File: src/rtl/huff_pkg.sv
// Shared types for the Huffman decode front end.
// FIFO entry layout, serializer FSM states and width helpers.
package huff_pkg;

    localparam int HUFF_W  = 8;
    localparam int HUFF_NB = $clog2(HUFF_W + 1);

    typedef struct packed {
        logic [HUFF_W-1:0]  data;
        logic               last;
        logic [HUFF_NB-1:0] nbits;
    } fifo_entry_t;

    typedef enum logic [1:0] {
        S_IDLE,
        S_SHIFT,
        S_DONE
    } ser_state_t;

    // Bits to emit for a word: full width unless a last word says otherwise.
    function automatic logic [HUFF_NB-1:0] nbits_eff(
        input logic               last,
        input logic [HUFF_NB-1:0] nb
    );
        if (!last || nb == '0 || nb > HUFF_NB'(HUFF_W))
            return HUFF_NB'(HUFF_W);
        return nb;
    endfunction

endpackage

File: src/rtl/huff_bit_serializer_if.sv
// Word input handshake and serial bit output of the serializer.
// master = upstream/downstream environment, slave = serializer.
interface huff_bit_serializer_if
    import huff_pkg::*;
#(
    parameter int W  = HUFF_W,
    parameter int NB = $clog2(W + 1)
);
    logic [W-1:0]  in_data;
    logic          in_last;
    logic [NB-1:0] in_nbits;
    logic          in_valid;
    logic          in_ready;
    logic          bit_ready;
    logic          serial_d;
    logic          c_en;
    logic          stream_done;

    modport master (
        output in_data, in_last, in_nbits, in_valid, bit_ready,
        input  in_ready, serial_d, c_en, stream_done
    );

    modport slave (
        input  in_data, in_last, in_nbits, in_valid, bit_ready,
        output in_ready, serial_d, c_en, stream_done
    );
endinterface

File: src/rtl/huff_word_fifo.sv
// Single-clock word FIFO with wrap-bit pointers.
// Head entry is visible combinationally on rdata_o.
module huff_word_fifo
    import huff_pkg::*;
#(
    parameter int DEPTH = 4
) (
    input  logic        clk,
    input  logic        rst,
    input  logic        push_i,
    input  fifo_entry_t wdata_i,
    input  logic        pop_i,
    output fifo_entry_t rdata_o,
    output logic        full_o,
    output logic        empty_o
);
    localparam int AW = $clog2(DEPTH);

    fifo_entry_t    mem_q [DEPTH];
    logic [AW:0]    wr_q, wr_d;
    logic [AW:0]    rd_q, rd_d;
    logic           do_push, do_pop;

    assign full_o  = (wr_q[AW] != rd_q[AW]) &&
                     (wr_q[AW-1:0] == rd_q[AW-1:0]);
    assign empty_o = (wr_q == rd_q);
    assign rdata_o = mem_q[rd_q[AW-1:0]];
    assign do_push = push_i && !full_o;
    assign do_pop  = pop_i && !empty_o;

    // Pointer advance on accepted push / pop.
    always_comb begin
        wr_d = wr_q;
        rd_d = rd_q;
        if (do_push) wr_d = wr_q + 1'b1;
        if (do_pop)  rd_d = rd_q + 1'b1;
    end

    // Pointer registers; reset empties the FIFO.
    always_ff @(posedge clk) begin
        if (rst) begin
            wr_q <= '0;
            rd_q <= '0;
        end else begin
            wr_q <= wr_d;
            rd_q <= rd_d;
        end
    end

    // Storage write; contents need no reset.
    always_ff @(posedge clk) begin
        if (do_push) mem_q[wr_q[AW-1:0]] <= wdata_i;
    end

endmodule

File: src/rtl/huff_bit_serializer.sv
// Shifts buffered code words out MSB first, one bit per cycle.
// Refills back-to-back so the bit stream has no word-boundary gaps.
module huff_bit_serializer
    import huff_pkg::*;
#(
    parameter int W     = HUFF_W,
    parameter int DEPTH = 4
) (
    input  logic                  clk,
    input  logic                  rst,
    huff_bit_serializer_if.slave  bus
);
    localparam int NB = $clog2(W + 1);

    ser_state_t    state_q, state_d;
    logic [W-1:0]  shreg_q, shreg_d;
    logic [NB-1:0] left_q, left_d;
    logic          last_q, last_d;

    logic          full, empty, push, pop, go;
    fifo_entry_t   head, wentry;

    assign bus.in_ready = !full && !rst;
    assign push         = bus.in_valid && bus.in_ready;
    assign wentry       = {bus.in_data, bus.in_last, bus.in_nbits};
    assign go           = bus.bit_ready;

    huff_word_fifo #(.DEPTH(DEPTH)) u_fifo (
        .clk     (clk),
        .rst     (rst),
        .push_i  (push),
        .wdata_i (wentry),
        .pop_i   (pop),
        .rdata_o (head),
        .full_o  (full),
        .empty_o (empty)
    );

    // State and shifter registers; everything holds while go is low.
    always_ff @(posedge clk) begin
        if (rst) begin
            state_q <= S_IDLE;
            shreg_q <= '0;
            left_q  <= '0;
            last_q  <= 1'b0;
        end else begin
            state_q <= state_d;
            shreg_q <= shreg_d;
            left_q  <= left_d;
            last_q  <= last_d;
        end
    end

    // Next state and FIFO pop decision.
    always_comb begin
        state_d = state_q;
        pop     = 1'b0;
        unique case (state_q)
            S_IDLE: begin
                if (go && !empty) begin
                    pop     = 1'b1;
                    state_d = S_SHIFT;
                end
            end
            S_SHIFT: begin
                if (go && left_q == NB'(1)) begin
                    if (last_q)      state_d = S_DONE;
                    else if (!empty) pop     = 1'b1;
                    else             state_d = S_IDLE;
                end
            end
            S_DONE:  state_d = S_IDLE;
            default: state_d = S_IDLE;
        endcase
    end

    // Shifter update: load on pop wins over shifting the spent word.
    always_comb begin
        shreg_d = shreg_q;
        left_d  = left_q;
        last_d  = last_q;
        if (pop) begin
            shreg_d = head.data;
            left_d  = nbits_eff(head.last, head.nbits);
            last_d  = head.last;
        end else if (state_q == S_SHIFT && go) begin
            shreg_d = {shreg_q[W-2:0], 1'b0};
            left_d  = left_q - NB'(1);
        end
    end

    // Serial outputs decoded from registered state.
    always_comb begin
        bus.c_en        = (state_q == S_SHIFT) && go;
        bus.serial_d    = shreg_q[W-1];
        bus.stream_done = (state_q == S_DONE);
    end

endmodule

File: src/flat_wrapper.sv
// flat-port wrapper written by rule: the top's interface ports become plain ports
module huff_bit_serializer_flat import huff_pkg::*;
#(
    parameter int W     = HUFF_W,
    parameter int DEPTH = 4
)
  (clk, rst, bus_in_data, bus_in_last, bus_in_nbits, bus_in_valid, bus_bit_ready, bus_in_ready, bus_serial_d, bus_c_en, bus_stream_done);
  huff_bit_serializer_if #(.W(W)) bus_i ();
  input  logic clk;
  input  logic rst;
  input wire logic [$bits(bus_i.in_data)-1:0] bus_in_data;
  input wire logic [$bits(bus_i.in_last)-1:0] bus_in_last;
  input wire logic [$bits(bus_i.in_nbits)-1:0] bus_in_nbits;
  input wire logic [$bits(bus_i.in_valid)-1:0] bus_in_valid;
  input wire logic [$bits(bus_i.bit_ready)-1:0] bus_bit_ready;
  output wire logic [$bits(bus_i.in_ready)-1:0] bus_in_ready;
  output wire logic [$bits(bus_i.serial_d)-1:0] bus_serial_d;
  output wire logic [$bits(bus_i.c_en)-1:0] bus_c_en;
  output wire logic [$bits(bus_i.stream_done)-1:0] bus_stream_done;
  assign bus_i.in_data = bus_in_data;
  assign bus_i.in_last = bus_in_last;
  assign bus_i.in_nbits = bus_in_nbits;
  assign bus_i.in_valid = bus_in_valid;
  assign bus_i.bit_ready = bus_bit_ready;
  assign bus_in_ready = bus_i.in_ready;
  assign bus_serial_d = bus_i.serial_d;
  assign bus_c_en = bus_i.c_en;
  assign bus_stream_done = bus_i.stream_done;
  huff_bit_serializer #(.W(W), .DEPTH(DEPTH)) u_core (.clk(clk), .rst(rst), .bus(bus_i));
endmodule
File: config.mk
export PLATFORM = sky130hd
export DESIGN_NAME = huff_bit_serializer_flat
export DESIGN_NICKNAME = d
export VERILOG_FILES = /design/src/rtl/huff_pkg.sv /design/src/rtl/huff_bit_serializer_if.sv /design/src/rtl/huff_word_fifo.sv /design/src/rtl/huff_bit_serializer.sv /design/src/flat_wrapper.sv
export SDC_FILE = /design/constraint.sdc
export NUM_CORES = 1
export LEC_CHECK = 0
export CAP_MARGIN = 10
export CELL_PAD_IN_SITES_DETAIL_PLACEMENT = 0
export CELL_PAD_IN_SITES_GLOBAL_PLACEMENT = 1
export CORE_MARGIN = 4
export CORE_UTILIZATION = 45
export CTS_CLUSTER_DIAMETER = 100
export DETAILED_ROUTE_END_ITERATION = 10
export PLACE_DENSITY_LB_ADDON = 0.08
export SLEW_MARGIN = 30
export SYNTH_ARGS = -nofsm -noshare
export SYNTH_HDL_FRONTEND = slang
export SYNTH_HIERARCHICAL = 1
export SYNTH_SLANG_ARGS = --single-unit
File: constraint.sdc
create_clock -name clk -period 2.75 [get_ports clk]
set_clock_uncertainty 0.1 [all_clocks]
set_input_delay 0.55 -clock clk [delete_from_list [all_inputs] [get_ports clk]]
set_output_delay 0.55 -clock clk [all_outputs]
set_load 0.03 [all_outputs]
==> metrics.md <==
| Metric | Value |
|---|---|
| Outcome | finished clean |
| Area growth from synthesis to layout | 18.1% |
| Count of hold buffers inserted by post-cts repair | 0 |
| Count of vias placed by the detailed router | 1937 |
| Fraction of layout instances using a drive strength above 1 | 22.8% |
| Total overflow reported by the global router | 0 |
| Most common library cell in the layout ignoring fill and taps | edfxtp_1 |
| Setup TNS after final layout | 0 ps |
| Endpoint kind of the worst setup timing path | flip-flop |
| Predominant post-synthesis flop cell | edfxtp_1 |
| Initial core utilization | 47.1% |
| Netlist Area Pre-Place | 3260 µm² |
| Share of the clock period used by the worst path | 85.1% |
| Unrepaired setup endpoints after global routing | false |
| Number of antenna violations at the first check in global routing | 0 |
| TritonCTS clock tree | done |
| Highest Clock Rate | 428 MHz |
| Root Buffer Master | clkbuf_8 |
| Row cnt | 30 |
| Average detailed-routed wire length per instance | 16.1 µm |
| Area share of the largest cell type after synthesis | 48.0% |
| Remaining design rule violation count | 0 |
| Number of global-route vias before repair | 1870 |
| Post-synth cell types | 42 |
| Net count of the mapped netlist | 254 |
| Number of post-CTS setup repair buffers | 0 |
| Count of boundary I/O pins | 21 |
| Die W | 93.1 µm |
| Antenna violation net count after detailed routing | 0 |
| Count of final max-slew check failures | 0 |
| Number of buffers created by CTS | 9 |
| Total routed wirelength | 5930 µm |
| Core box area | 6910 µm² |
| Commonest cells after routing, fill and taps aside | 52 x edfxtp_1, 27 x nand2_1, 23 x dfxtp_1 |
| Largest area contributor in the synthesized netlist | edfxtp_1 |
| Final critical delay including setup and external delays | 2340 ps |
| Startpoint type of the worst setup path | flip-flop |
| Final hold viol count | 0 |
| Crit path kind | reg2reg |
| Crit path required time | 2690 ps |
| Final total power | 0.00300 W |
| Power density cells | 781 nW/µm² |
| Post-cts gate resize count | 0 |
| N_diodes | 0 |
| CP max FO | 13 |
| Data arrival time of the critical path | 2280 ps |
| Clock tree sinks | 75 |
| Port Buffers | 20 |
| Number of enable flip-flop cells after synthesis | 52 |
| Part of the Yosys area used for sequential elements | 62.1% |
| Synthesized area per cell | 14.2 µm² |
| Number of buffers between clock root and the deepest sink | 2 |
| Synthesized netlist cell count | 230 |
| Weighted congestion at the end of routability-driven global placement | 0.765 |
| Mux share of post-synthesis cell area | 8.99% |
| Final layout net count | 291 |
| Maximum number of pins on one net before global-route repair | 26 |
| Htree depth | 3 |
| Synth async-reset ratio | 0% |
| Vertical die dimension | 93.1 µm |
| Fraction of the mapped netlist area in compound gates | 10.6% |
| Max_cap viols | 0 |
| Number of search-and-repair iterations in the first detailed-routing pass | 4 |
| Static Leakage | 1.26 nW |
| Area of the die | 8660 µm² |
| Basic-gate share of the synthesized area counting and, or, nand and nor cells | 10.5% |
| Number of synthesized register bits | 75 |
| Worst IR Drop VDD | 0.000394 V |
| Cell types occupying the most area after synthesis | edfxtp_1 48%, dfxtp_1 14%, mux4_2 9.0% |
| Global router's overall resource usage | 14.8% |
| Post-detailed-placement half-perimeter wirelength | 4050 µm |
| Clock slew at reported path FFs | 90 ps |
| Share of synthesized cell area in full adder, half adder and majority cells | 2.69% |
| Transition time at the pin with the least slew margin | 492 ps |
| Warning count from the yosys run | 6 |
| Setup violators final | 0 |
| Worst Hold Class | reg2reg |
| Number of vias per cell after detailed routing | 5.26 |
| Main combinational cell family by area after synthesis | compound AO/OA/AOI/OAI gates |
| Wire length of the first global-routing pass | 9650 µm |
| First-iteration detailed-routing DRC count | 88 |
| Share of the synthesized netlist area taken by xor and xnor gates | 1.88% |
| Worst-case headroom to the max-slew limit | 67.1% |
| Insertion delay of the later-clocked pin in the worst-skew pair | 350 ps |
## Yosys cell counts, types with 2 or more instances
cell type / count
a211o_1: 2
a211oi_2: 2
a21oi_1: 8
a311oi_2: 8
a31oi_1: 4
a41oi_1: 2
and2_1: 4
buf_6: 2
clkbuf_1: 4
dfxtp_1: 23
edfxtp_1: 52
ha_1: 7
inv_1: 7
mux4_2: 13
nand2_1: 27
nand2b_1: 3
nand3_1: 7
nand3b_1: 2
nand4_1: 2
nor2_1: 11
nor2b_1: 2
nor3b_1: 5
o211ai_1: 6
o21ai_0: 4
xnor2_1: 4
xor2_1: 3
## where the power goes
group / internal (W) / switching (W) / total [W]
combinational: 0.000367 / 0.000402 / 0.000769
sequential: 0.00132 / 0.000105 / 0.00143
clock: 0.000354 / 0.000454 / 0.000808
## cells by family after synthesis
kind of cell	count (synthesis)
and+or+nand+nor	69
AOI/OAI and AO/OA	40
muxes	13
xor gates and xnor gates	7
adders and majority gates	7
buffers and inverters	19
DFF	75
## sequential cells by signal (all words and copies together) (netlist names), named ones only
name	cells
u_core/last_q	1
u_core/left_q	4
u_core/shreg_q	8
u_core/state_q	2
u_core/u_fifo/mem_q	52
u_core/u_fifo/rd_q	3
u_core/u_fifo/wr_q	3
## stage by stage
stage                     utilization (%)  setup WS, ps  cell area [µm²]  instances  hold WS, ps
after global placement               52.9           285             3650        352          358
after CTS                            55.7           381             3840        368          368
after detailed placement             52.9           249             3650        352          357
after floorplan                         -          75.7             3260        230          320
final                                55.7           411             3840        368          371
after global routing                 55.7           122             3840        368          401
## critical path, stage by stage, from the launching register on
cell and delay [ps]:
dfxtp_1 490, xnor2_1 120, nand2_1 180, nor2_1 70
nor2_1 150, and2_1 260, inv_1 70, a31oi_1 190
and2_1 160, buf_4 220
## layout make-up
type                            instances  area (µm²)
Sequential cell                        75        2020
Multi-Input combinational cell        136        1130
Clock buffer                            9         124
Fill cell                             579        3060
Inverter                                8        30.0
Clock inverter                          7        65.1
Tap cell                               96         120
Timing Repair Buffer                   37         348
## metal layers
metal	vias to the layer above	part of all wire, %	track usage (%)
met4	0	0.64	4.40
met3	4	4.1	5.07
met2	37	46	22.4
met5	-	0	0
li1	951	-	-
met1	945	49	20.4
## path summary, 6_finish.rpt
kind | start | end | slack [ps] | cells past startpoint
worst min-delay path | u_core/state_q[1] | u_core/state_q[0] | 370 | 1
worst min register to register | u_core/state_q[1] | u_core/state_q[0] | 370 | 1
worst max register to register | u_core/u_fifo/wr_q[0] | u_core/u_fifo/mem_q[0][2] | 410 | 9
worst max-delay path | u_core/u_fifo/wr_q[0] | u_core/u_fifo/mem_q[0][2] | 410 | 9
Power figures use the tool's default switching activity.
